==> config.mk <==
export PLATFORM = sky130hd
export DESIGN_NAME = l15_resp_buffer
export DESIGN_NICKNAME = d
export VERILOG_FILES = /design/src/rtl/l15_resp_pkg.sv /design/src/rtl/l15_resp_fifo.sv /design/src/rtl/l15_resp_buffer.sv
export SDC_FILE = /design/constraint.sdc
export NUM_CORES = 1
export LEC_CHECK = 0
export BUFFER_PORTS_ARGS = -buffer_cell sky130_fd_sc_hd__buf_4
export CORE_UTILIZATION = 43
export CTS_CLUSTER_DIAMETER = 200
export CTS_CLUSTER_SIZE = 20
export DETAILED_ROUTE_END_ITERATION = 10
export SLEW_MARGIN = 0
export SYNTH_ARGS = -nofsm -noshare
export SYNTH_HDL_FRONTEND = slang
export SYNTH_SLANG_ARGS = --single-unit
==> constraint.sdc <==
create_clock -name clk -period 46 [get_ports clk]
set_input_delay 2.3 -clock clk [delete_from_list [all_inputs] [get_ports clk]]
set_output_delay 2.3 -clock clk [all_outputs]
set_load 0.05 [all_outputs]
==> src/rtl/l15_resp_pkg.sv <==
// l15_resp_pkg: shared types and constants for the L1.5 response buffer.
// Supplies default widths for the OpenPiton-style macros when the
// surrounding build does not define them.

`ifndef L15_THREADID_WIDTH
`define L15_THREADID_WIDTH 1
`endif
`ifndef L15_PADDR_WIDTH
`define L15_PADDR_WIDTH 40
`endif
`ifndef NOC_BITS_WIDTH
`define NOC_BITS_WIDTH 64
`endif
`ifndef NOC_BYTES_WIDTH
`define NOC_BYTES_WIDTH 8
`endif
`ifndef L1I_LINE_SIZE
`define L1I_LINE_SIZE 32
`endif

package l15_resp_pkg;

   // L1.5 return type encodings
   localparam logic [3:0] RET_LOAD   = 4'b0000;
   localparam logic [3:0] RET_IFILL  = 4'b0001;
   localparam logic [3:0] RET_INV    = 4'b0011;
   localparam logic [3:0] RET_ST_ACK = 4'b0100;

   localparam int THREADID_W = `L15_THREADID_WIDTH;
   localparam int PADDR_W    = `L15_PADDR_WIDTH;

   // Data payload width: enough NoC flits to carry the larger of the
   // L1D line and four flits (the instruction-fill case).
   function automatic int calc_data_w(input int l1d_line_size);
      if (`L1I_LINE_SIZE < l1d_line_size)
         return (l1d_line_size / `NOC_BYTES_WIDTH) * `NOC_BITS_WIDTH;
      else
         return 4 * `NOC_BITS_WIDTH;
   endfunction

   localparam int DEFAULT_DATA_W = calc_data_w(64);

   // Control/address part of a return; the data payload is appended by
   // the buffer because its width depends on the instance parameter.
   typedef struct packed {
      logic [3:0]            returntype;
      logic [THREADID_W-1:0] threadid;
      logic                  nc;
      logic [1:0]            error;
      logic [PADDR_W-1:0]    address;
   } resp_hdr_t;

   localparam int HDR_W = $bits(resp_hdr_t);

   // Full entry for the default 64-byte L1D line configuration
   typedef struct packed {
      logic [3:0]                returntype;
      logic [THREADID_W-1:0]     threadid;
      logic                      nc;
      logic [1:0]                error;
      logic [PADDR_W-1:0]        address;
      logic [DEFAULT_DATA_W-1:0] data;
   } resp_entry_t;

endpackage

==> src/rtl/l15_resp_fifo.sv <==
// l15_resp_fifo: generic register-array FIFO with separate occupancy count.
// Pointers wrap modulo DEPTH (power of two); the caller must not push when
// full nor pop when empty. Read data is a plain mux from the array.

module l15_resp_fifo #(
   parameter int WIDTH = 8,
   parameter int DEPTH = 4,
   localparam int PTR_W = $clog2(DEPTH),
   localparam int CNT_W = $clog2(DEPTH) + 1
) (
   input  logic             clk,
   input  logic             rst_n,
   input  logic             push,
   input  logic [WIDTH-1:0] wdata,
   input  logic             pop,
   output logic [WIDTH-1:0] rdata,
   output logic             full,
   output logic             empty,
   output logic [CNT_W-1:0] count
);

   logic [WIDTH-1:0] mem [DEPTH];
   logic [PTR_W-1:0] wr_ptr;
   logic [PTR_W-1:0] rd_ptr;

   // Storage is not reset; contents are only observed when count != 0
   always_ff @(posedge clk) begin
      if (push) mem[wr_ptr] <= wdata;
   end

   // Pointer and occupancy tracking
   always_ff @(posedge clk or negedge rst_n) begin
      if (!rst_n) begin
         wr_ptr <= '0;
         rd_ptr <= '0;
         count  <= '0;
      end else begin
         if (push) wr_ptr <= wr_ptr + PTR_W'(1);
         if (pop)  rd_ptr <= rd_ptr + PTR_W'(1);
         case ({push, pop})
            2'b10:   count <= count + CNT_W'(1);
            2'b01:   count <= count - CNT_W'(1);
            default: count <= count;
         endcase
      end
   end

   // Status flags and head read
   always_comb begin
      full  = (count == CNT_W'(DEPTH));
      empty = (count == '0);
      rdata = mem[rd_ptr];
   end

endmodule

==> src/rtl/l15_resp_buffer.sv <==
// l15_resp_buffer: decouples L1.5 return timing from core back-pressure.
// Optional macro L15_RESP_INVAL_FILTER_EN: invalidation returns are acked
// but dropped, and counted in inval_drop_cnt.
//
// Handshakes:
//   L1.5 side: val is held until req_ack; req_ack = val && !full, with no
//   bypass when full (a pop in the same cycle frees space only for the
//   next cycle). Each ack is exactly one accepted return.
//   Core side: resp_val/resp_rdy, transfer when both high; resp_val stays
//   high until the head is consumed, and resp_rdy is ignored while empty.

module l15_resp_buffer
   import l15_resp_pkg::*;
#(
   parameter int L15_L1D_LINE_SIZE = 64,
   parameter int DEPTH = 4,
   localparam int DATA_W = calc_data_w(L15_L1D_LINE_SIZE),
   localparam int CNT_W  = $clog2(DEPTH) + 1
) (
   input  logic                           clk,
   input  logic                           rst_n,
   input  logic                           l15_transducer_val,
   input  logic [3:0]                     l15_transducer_returntype,
   input  logic [`L15_THREADID_WIDTH-1:0] l15_transducer_threadid,
   input  logic                           l15_transducer_noncacheable,
   input  logic [1:0]                     l15_transducer_error,
   input  logic [`L15_PADDR_WIDTH-1:0]    l15_transducer_address,
   input  logic [DATA_W-1:0]              l15_transducer_data,
   output logic                           transducer_l15_req_ack,
   output logic                           resp_val,
   input  logic                           resp_rdy,
   output logic [3:0]                     resp_returntype,
   output logic [`L15_THREADID_WIDTH-1:0] resp_threadid,
   output logic                           resp_noncacheable,
   output logic [1:0]                     resp_error,
   output logic [`L15_PADDR_WIDTH-1:0]    resp_address,
   output logic [DATA_W-1:0]              resp_data,
   output logic [CNT_W-1:0]               resp_count
`ifdef L15_RESP_INVAL_FILTER_EN
   ,
   output logic [15:0]                    inval_drop_cnt
`endif
);

   localparam int ENTRY_W = HDR_W + DATA_W;

   resp_hdr_t          in_hdr;
   resp_hdr_t          head_hdr;
   logic [ENTRY_W-1:0] wr_entry;
   logic [ENTRY_W-1:0] rd_entry;
   logic               fifo_full;
   logic               fifo_empty;
   logic               ack;
   logic               push;
   logic               pop;

   // Pack incoming return fields into one FIFO entry
   always_comb begin
      in_hdr.returntype = l15_transducer_returntype;
      in_hdr.threadid   = l15_transducer_threadid;
      in_hdr.nc         = l15_transducer_noncacheable;
      in_hdr.error      = l15_transducer_error;
      in_hdr.address    = l15_transducer_address;
      wr_entry          = {in_hdr, l15_transducer_data};
   end

   // Accept whenever there is room; held off while in reset so a val that
   // is up across reset is acked only after release
   assign ack = rst_n & l15_transducer_val & ~fifo_full;
   assign transducer_l15_req_ack = ack;

`ifdef L15_RESP_INVAL_FILTER_EN
   logic is_inv;
   assign is_inv = (l15_transducer_returntype == RET_INV);
   assign push   = ack & ~is_inv;

   // Saturating count of invalidations swallowed by the filter
   always_ff @(posedge clk or negedge rst_n) begin
      if (!rst_n)
         inval_drop_cnt <= '0;
      else if (ack && is_inv && (inval_drop_cnt != 16'hFFFF))
         inval_drop_cnt <= inval_drop_cnt + 16'd1;
   end
`else
   assign push = ack;
`endif

   // Core-side transfer; resp_val only when something is queued
   assign resp_val = ~fifo_empty;
   assign pop      = resp_val & resp_rdy;

   l15_resp_fifo #(
      .WIDTH (ENTRY_W),
      .DEPTH (DEPTH)
   ) u_fifo (
      .clk   (clk),
      .rst_n (rst_n),
      .push  (push),
      .wdata (wr_entry),
      .pop   (pop),
      .rdata (rd_entry),
      .full  (fifo_full),
      .empty (fifo_empty),
      .count (resp_count)
   );

   // Unpack head entry onto the core-side fields
   always_comb begin
      head_hdr          = rd_entry[ENTRY_W-1:DATA_W];
      resp_data         = rd_entry[DATA_W-1:0];
      resp_returntype   = head_hdr.returntype;
      resp_threadid     = head_hdr.threadid;
      resp_noncacheable = head_hdr.nc;
      resp_error        = head_hdr.error;
      resp_address      = head_hdr.address;
   end

endmodule

==> qor.yml, run 1 <==
path_class: "reg -> out"
arrival_ps: 5050
place_hpwl_microns: 122000
post_dp_cell_area_sq_um: 92400
dp_slack_ps: 38610
numCtsBuffers: 130
hold_path.class: "reg -> reg"
use_met2: 0.325
synth_area_leaders: "edfxtp_1, mux4_2, buf_4"
synth-edff-count: 2240
antenna_found_initial: 50
rr_worst_depth: 8
synth_top_area_cell: "edfxtp_1"
drt_iter0_markers: 2701
cts.repair.resized: 0
cap_violations: 0
ant_nets: 0
final_nets: 4711
grt_pass1_vias: 36500
cts.sinks: 2247
rrSetupSlack_ps: 40630
clock_latency_ps: 790
ctsHoldBuffers: 0
layout_min_cycle_time_ps: 7350
grt_max_degree: 145
ys_seq_area_frac: 0.832
status: "finished clean"
syn-instance-count: 2963
syn_area_sq_um: 81100
synthToLayoutAreaGrowth_pct: 18.3
hold_path_depth: 1
worst_pin_slew_ps: 1120
die_w_microns: 436
r2r_end: "u_fifo.mem[1][415]$_DFFE_PP_"
power_density_nw_per_um2: 67.3
p_int_mw: 3.90
cpPeakStageDelay_ps: 1020
seqPwrFrac: 0.394
cts_tree: "done"
critPathMostFrequentCell: "buf_4"
regArea_sq_um: 67400
layout_commonest_cell: "edfxtp_1"
ys_warn_count: 0
grt_first_pass_wirelength_microns: 267000
grt-busiest-layer: "met2"
max_freq_ghz: 0.136
postRouteWirelength_microns: 190000
drive_gt1_frac: 0.453
p_leak_nw: 31.5
start_kind: "flop"
io_buffers: 1128
num-fill-cells: 14700
whs_endpoint: "u_fifo.count[0]$_DFFE_PN0P_"
cts_root_buffer: "clkbuf_16"
synthesis.nets: 3533
grtUsageMet1: 0.241
ctsHtreeMaxLevel: 4
skew_ps: 25.6
critPathBufInv: 4
io_pins: 1129
rsz0062_at_grt: "false"
route.detailed.drc: 0
final_cell_mix: "edfxtp_1, buf_4, mux4_2, clkbuf_16, buf_12"
start_util: 0.432
wl_per_cell_microns: 28.5
report.final.slew_viol_count: 0
cp-end-kind: "output port"
cp_max_fo: 142
synth_top_cell_area_share: 0.830
ir_drop_mv: 0.0592
syn_avg_cell_area_sq_um: 27.4
die-area_sq_um: 190000
met3_usage: 0.0582
num_rows: 159
crit_required_ps: 43700
via_per_inst: 5.39
hp-start: "u_fifo.count[0]$_DFFE_PN0P_"
r2r-start: "u_fifo.count[1]$_DFFE_PN0P_"
path_cells: "buf_12 -> buf_4 -> buf_4 -> mux4_2 -> buf_4"
final_util: 0.511
ys.flop_type: "edfxtp_1"
yosys_register_bits: 2247
worst_slack_ps: 38650
p_sw_mw: 2.56
multiInputGateArea_sq_um: 12800
place_inst: 6504
dieHeight_microns: 436
max_slew_margin: 0.252
slowest_stage: "dfrtp_4"
finalNonFillerCells: 6679
path_clk_slew_ps: 80
dr.pass1.iters: 7
power_frac_clock: 0.178
clockBufferDepth: 3
gp_congestion: 0.806
finalSetupViolCount: 0
post-cts-setup-buffers: 0
setup-tns-final_ps: 0
path_delay_family: "buffers and inverters"
combPwrFrac: 0.428
hold_viol: 0
synth_async_sr_flop_share: 0.00312
final_cell_area_sq_um: 95900
vias: 36000
switching_share: 0.396
groute.usage.overall: 0.196
synth_cell_types: 21
core_area_sq_um: 188000
period_share: 0.160
overflow: 0
-- worst reg2reg max path: stages (launching register included) --
cell and delay (ps):
dfrtp_1 420, inv_1 100, a31oi_2 190, buf_4 180
and2_4 670, buf_4 830, buf_4 910, buf_4 780
buf_12 740
-- logic make-up (layout without fill, tap and decap cells) --
family                   Yosys count  in the layout  share of synthesized area
other                              0             23                          0
multiplexers                     561            561                      0.156
XOR/XNOR                           6              6                   0.000648
AND/OR/NAND/NOR                    9              9                   0.000571
AO/OA/AOI/OAI                      3              3                   0.000324
buffers and inverters            131           1329                     0.0101
adder cells (fa/ha/maj)            6              6                    0.00102
flip-flops                      2247           2247                      0.832
-- metrics by stage --
step | power, mW | hold slack, ps
after global routing | 6.66 | 588
after floorplan | 4.66 | 534
final | 6.46 | 545
after global placement | 5.39 | 528
after detailed placement | 5.39 | 536
after CTS | 6.54 | 547
-- power by group through the flow --
stage	clock [mW]	combinational (mW)	sequential, mW
6_report	1.15	2.76	2.54
5_1_grt	1.24	2.86	2.56
4_1_cts	1.19	2.80	2.54
3_5_place_dp	0	2.80	2.59
3_3_place_gp	0	2.81	2.58
2_1_floorplan	0	1.95	2.70
-- sequential cells by signal, summed over array words and instances (netlist names) --
register       count
u_fifo.mem      2240
u_fifo.count       3
u_fifo.rd_ptr      2
u_fifo.wr_ptr      2
-- how the worst max path moves through the flow --
| stage | from | end | slack [ps] | cells after the start |
|---|---|---|---|---|
| 3_5_place_dp | rst_n | u_fifo.mem[1][361]$_DFFE_PP_ | 38610 | 9 |
| 2_1_floorplan | rst_n | u_fifo.mem[0][0]$_DFFE_PP_ | 29280 | 3 |
| 3_3_place_gp | rst_n | u_fifo.mem[1][361]$_DFFE_PP_ | 38530 | 9 |
| 6_report | u_fifo.rd_ptr[1]$_DFFE_PN0P_ | resp_data[282] | 38650 | 5 |
| 4_1_cts | u_fifo.rd_ptr[1]$_DFFE_PN0P_ | resp_data[289] | 38490 | 5 |
| 5_1_grt | u_fifo.rd_ptr[0]$_DFFE_PN0P_ | resp_data[255] | 38280 | 5 |
-- Yosys cell counts (4+ instances only) --
cell type,number
edfxtp_1,2240
mux4_2,560
buf_2,39
buf_4,32
buf_6,21
buf_1,18
clkbuf_1,15
dfrtp_1,7
inv_1,6
ha_1,5
and2_1,4
-- final cells by class --
| type | instances | share of cell area |
|---|---|---|
| flip-flops and latches | 2247 | 0.703 |
| multi-input cells | 585 | 0.134 |
| repair buffers | 1171 | 0.0933 |
| clock buffers | 139 | 0.0349 |
| well taps | 2495 | 0.0325 |
| clock inverters | 13 | 0.00162 |
| diodes | 23 | 0.000600 |
| inverters | 6 | 0.000235 |
-- per-layer routing --
| metal | part of all wire | wire [microns] |
|---|---|---|
| met5 | 0.0014 | 262 |
| met4 | 0.032 | 6090 |
| met3 | 0.072 | 13600 |
| met2 | 0.51 | 97900 |
| met1 | 0.38 | 72500 |
No activity file was read; power rests on OpenSTA's default activity.
==> run 2, diff against run 1 <==
--- a/config.mk
+++ b/config.mk
@@ -10,6 +10,7 @@
 export CTS_CLUSTER_DIAMETER = 200
 export CTS_CLUSTER_SIZE = 20
 export DETAILED_ROUTE_END_ITERATION = 10
+export PLACE_DENSITY = 0.65
 export SLEW_MARGIN = 0
 export SYNTH_ARGS = -nofsm -noshare
 export SYNTH_HDL_FRONTEND = slang
==> constraint.sdc (replaced) <==
create_clock -name clk -period 6.3 [get_ports clk]
set_input_delay 0.315 -clock clk [delete_from_list [all_inputs] [get_ports clk]]
set_output_delay 0.315 -clock clk [all_outputs]
set_load 0.05 [all_outputs]
==> qor.yml, run 2 (synthesis results as in run 1) <==
vias: 39100  # +8.7%
route.detailed.drc: 0  # unchanged
cap_violations: 0  # unchanged
worst_pin_slew_ps: 1050  # -70.9 ps
overflow: 0  # unchanged
max_slew_margin: 0.300  # +0.0472
p_int_mw: 28.8  # +640%
combPwrFrac: 0.434  # +0.006
setup-tns-final_ps: 0  # unchanged
wl_per_cell_microns: 27.4  # -3.8%
io_pins: 1129  # unchanged
cts.sinks: 2247  # unchanged
hp-start: "l15_transducer_data[65]"
drive_gt1_frac: 0.404  # -0.0494
start_kind: "flop"
rsz0062_at_grt: "false"
num_rows: 159  # unchanged
path_class: "reg -> out"
grt_first_pass_wirelength_microns: 286000  # +7.2%
r2r-start: "u_fifo.count[1]$_DFFE_PN0P_"
arrival_ps: 3560  # -1490 ps
clock_latency_ps: 800  # about the same
gp_congestion: 0.834  # +3.5%
place_inst: 6540  # +0.55%
die-area_sq_um: 190000  # unchanged
io_buffers: 1128  # unchanged
core_area_sq_um: 188000  # unchanged
skew_ps: 25.8  # +0.186 ps
switching_share: 0.396  # about the same
regMostFlops: "u_fifo.mem"
wl_met1_microns: 76500  # +5.5%
hold_viol: 0  # unchanged
final_util: 0.544  # +0.0325
final_nets: 5311  # +13%
grt_max_degree: 145  # unchanged
path_clk_slew_ps: 80  # about the same
place_hpwl_microns: 132000  # +7.8%
post-cts-setup-buffers: 0  # unchanged
max_freq_ghz: 0.258
dieHeight_microns: 436  # unchanged
numCtsBuffers: 130  # unchanged
cp-end-kind: "output port"
cts_root_buffer: "clkbuf_16"
ant_nets: 0  # unchanged
layout_min_cycle_time_ps: 3880
grt_pass1_vias: 40800  # +12%
dr.pass1.iters: 8  # +1
start_util: 0.432  # unchanged
postRouteWirelength_microns: 200000  # +4.9%
period_share: 0.616
setup.worst_path.start: "u_fifo.rd_ptr[0]$_DFFE_PN0P_"
post_dp_cell_area_sq_um: 92800  # +0.44%
synthToLayoutAreaGrowth_pct: 25.8
hold_path.class: "in -> reg"
status: "finished clean"
dr_wl_met2_microns: 102000  # +4.0%
cp_max_fo: 39  # -73%
power.total_mw: 47.8  # +640%
finalNonFillerCells: 7282  # +9.0%
groute.usage.overall: 0.207  # +0.0107
die_w_microns: 436  # unchanged
report.final.slew_viol_count: 0  # unchanged
ir_drop_mv: 0.421  # +610%
largest_reg_flops: 2240  # unchanged
final_cell_area_sq_um: 102000  # +6.4%
finalSetupViolCount: 0  # unchanged
final_cell_mix: "edfxtp_1, buf_4, dlygate4sd3_1, mux4_2, clkbuf_16"
via_per_inst: 5.37  # -0.29%
p_sw_mw: 18.9  # +640%
wl_met3_microns: 14100  # +3.4%
ctsHtreeMaxLevel: 4  # unchanged
power_frac_clock: 0.176  # -0.002
top_regs: "u_fifo.mem x2240, u_fifo.count x3"
layout_commonest_cell: "edfxtp_1"
clockBufferDepth: 3  # unchanged
power_density_nw_per_um2: 468  # +600%
cts_tree: "done"
antenna_found_initial: 37  # -26%
topRoutingLayerUsed: "met5"
drt_iter0_markers: 3133  # +16%
p_leak_nw: 34.1  # +8.3%
seqPwrFrac: 0.389  # -0.005
crit_required_ps: 5980  # -37720 ps
[run 2: what timing repair did]
item / in CTS / in global routing
gates resized for setup: 0 / 0
endpoints found under the setup margin: 0 / 0
hold buffers: 564 / 0
endpoints found under the hold margin: 2251 / 0
[run 2: power groups by stage]
stage	logic [mW]	clock network [mW]	registers [mW]
final	20.8	8.43	18.6
after global placement	20.6	0	18.9
after detailed placement	20.6	0	18.9
after floorplan	14.3	0	19.2
after global routing	21.4	9.08	18.7
after CTS	21.0	8.63	18.6
[run 2: layer usage]
layer,up-vias,global-route usage
met5,-,0
li1,16400,-
met2,1418,0.349
met3,331,0.0518
met4,6,0.0728
met1,21000,0.259
[run 2: metrics by stage]
step / hold slack (ps) / setup slack (ps)
after detailed placement: 141 / 3150
after global routing: 205 / 2180
final: 266 / 2420
after floorplan: 19.4 / -2720
after CTS: 183 / 2270
after global placement: 138 / 3120
[run 2: final timing paths]
kind	to	cells after the start	slack [ps]
setup reg to reg	u_fifo.mem[0][434]$_DFFE_PP_	4	3290
max in group asynchronous	u_fifo.rd_ptr[0]$_DFFE_PN0P_	3	5460
min in group asynchronous	u_fifo.wr_ptr[0]$_DFFE_PN0P_	3	550
hold reg to reg	u_fifo.count[1]$_DFFE_PN0P_	2	570
setup / recovery	resp_data[431]	3	2420
hold / removal	u_fifo.mem[0][65]$_DFFE_PP_	2	270
[run 2: final cells by class]
type                    count  area, sq um
fillers                 14000        85600
flip-flops and latches   2247        67400
repair buffers           1771        15000
multi-input cells         585        12800
clock buffers             139         3390
well taps                2495         3120
clock inverters            11          148
diodes                     28         70.1
inverters                   6         22.5
[run 2: worst max-delay path: stages (launching register included)]
cell and delay [ps]:
dfrtp_4 1100, buf_4 740, mux4_2 600, buf_4 210
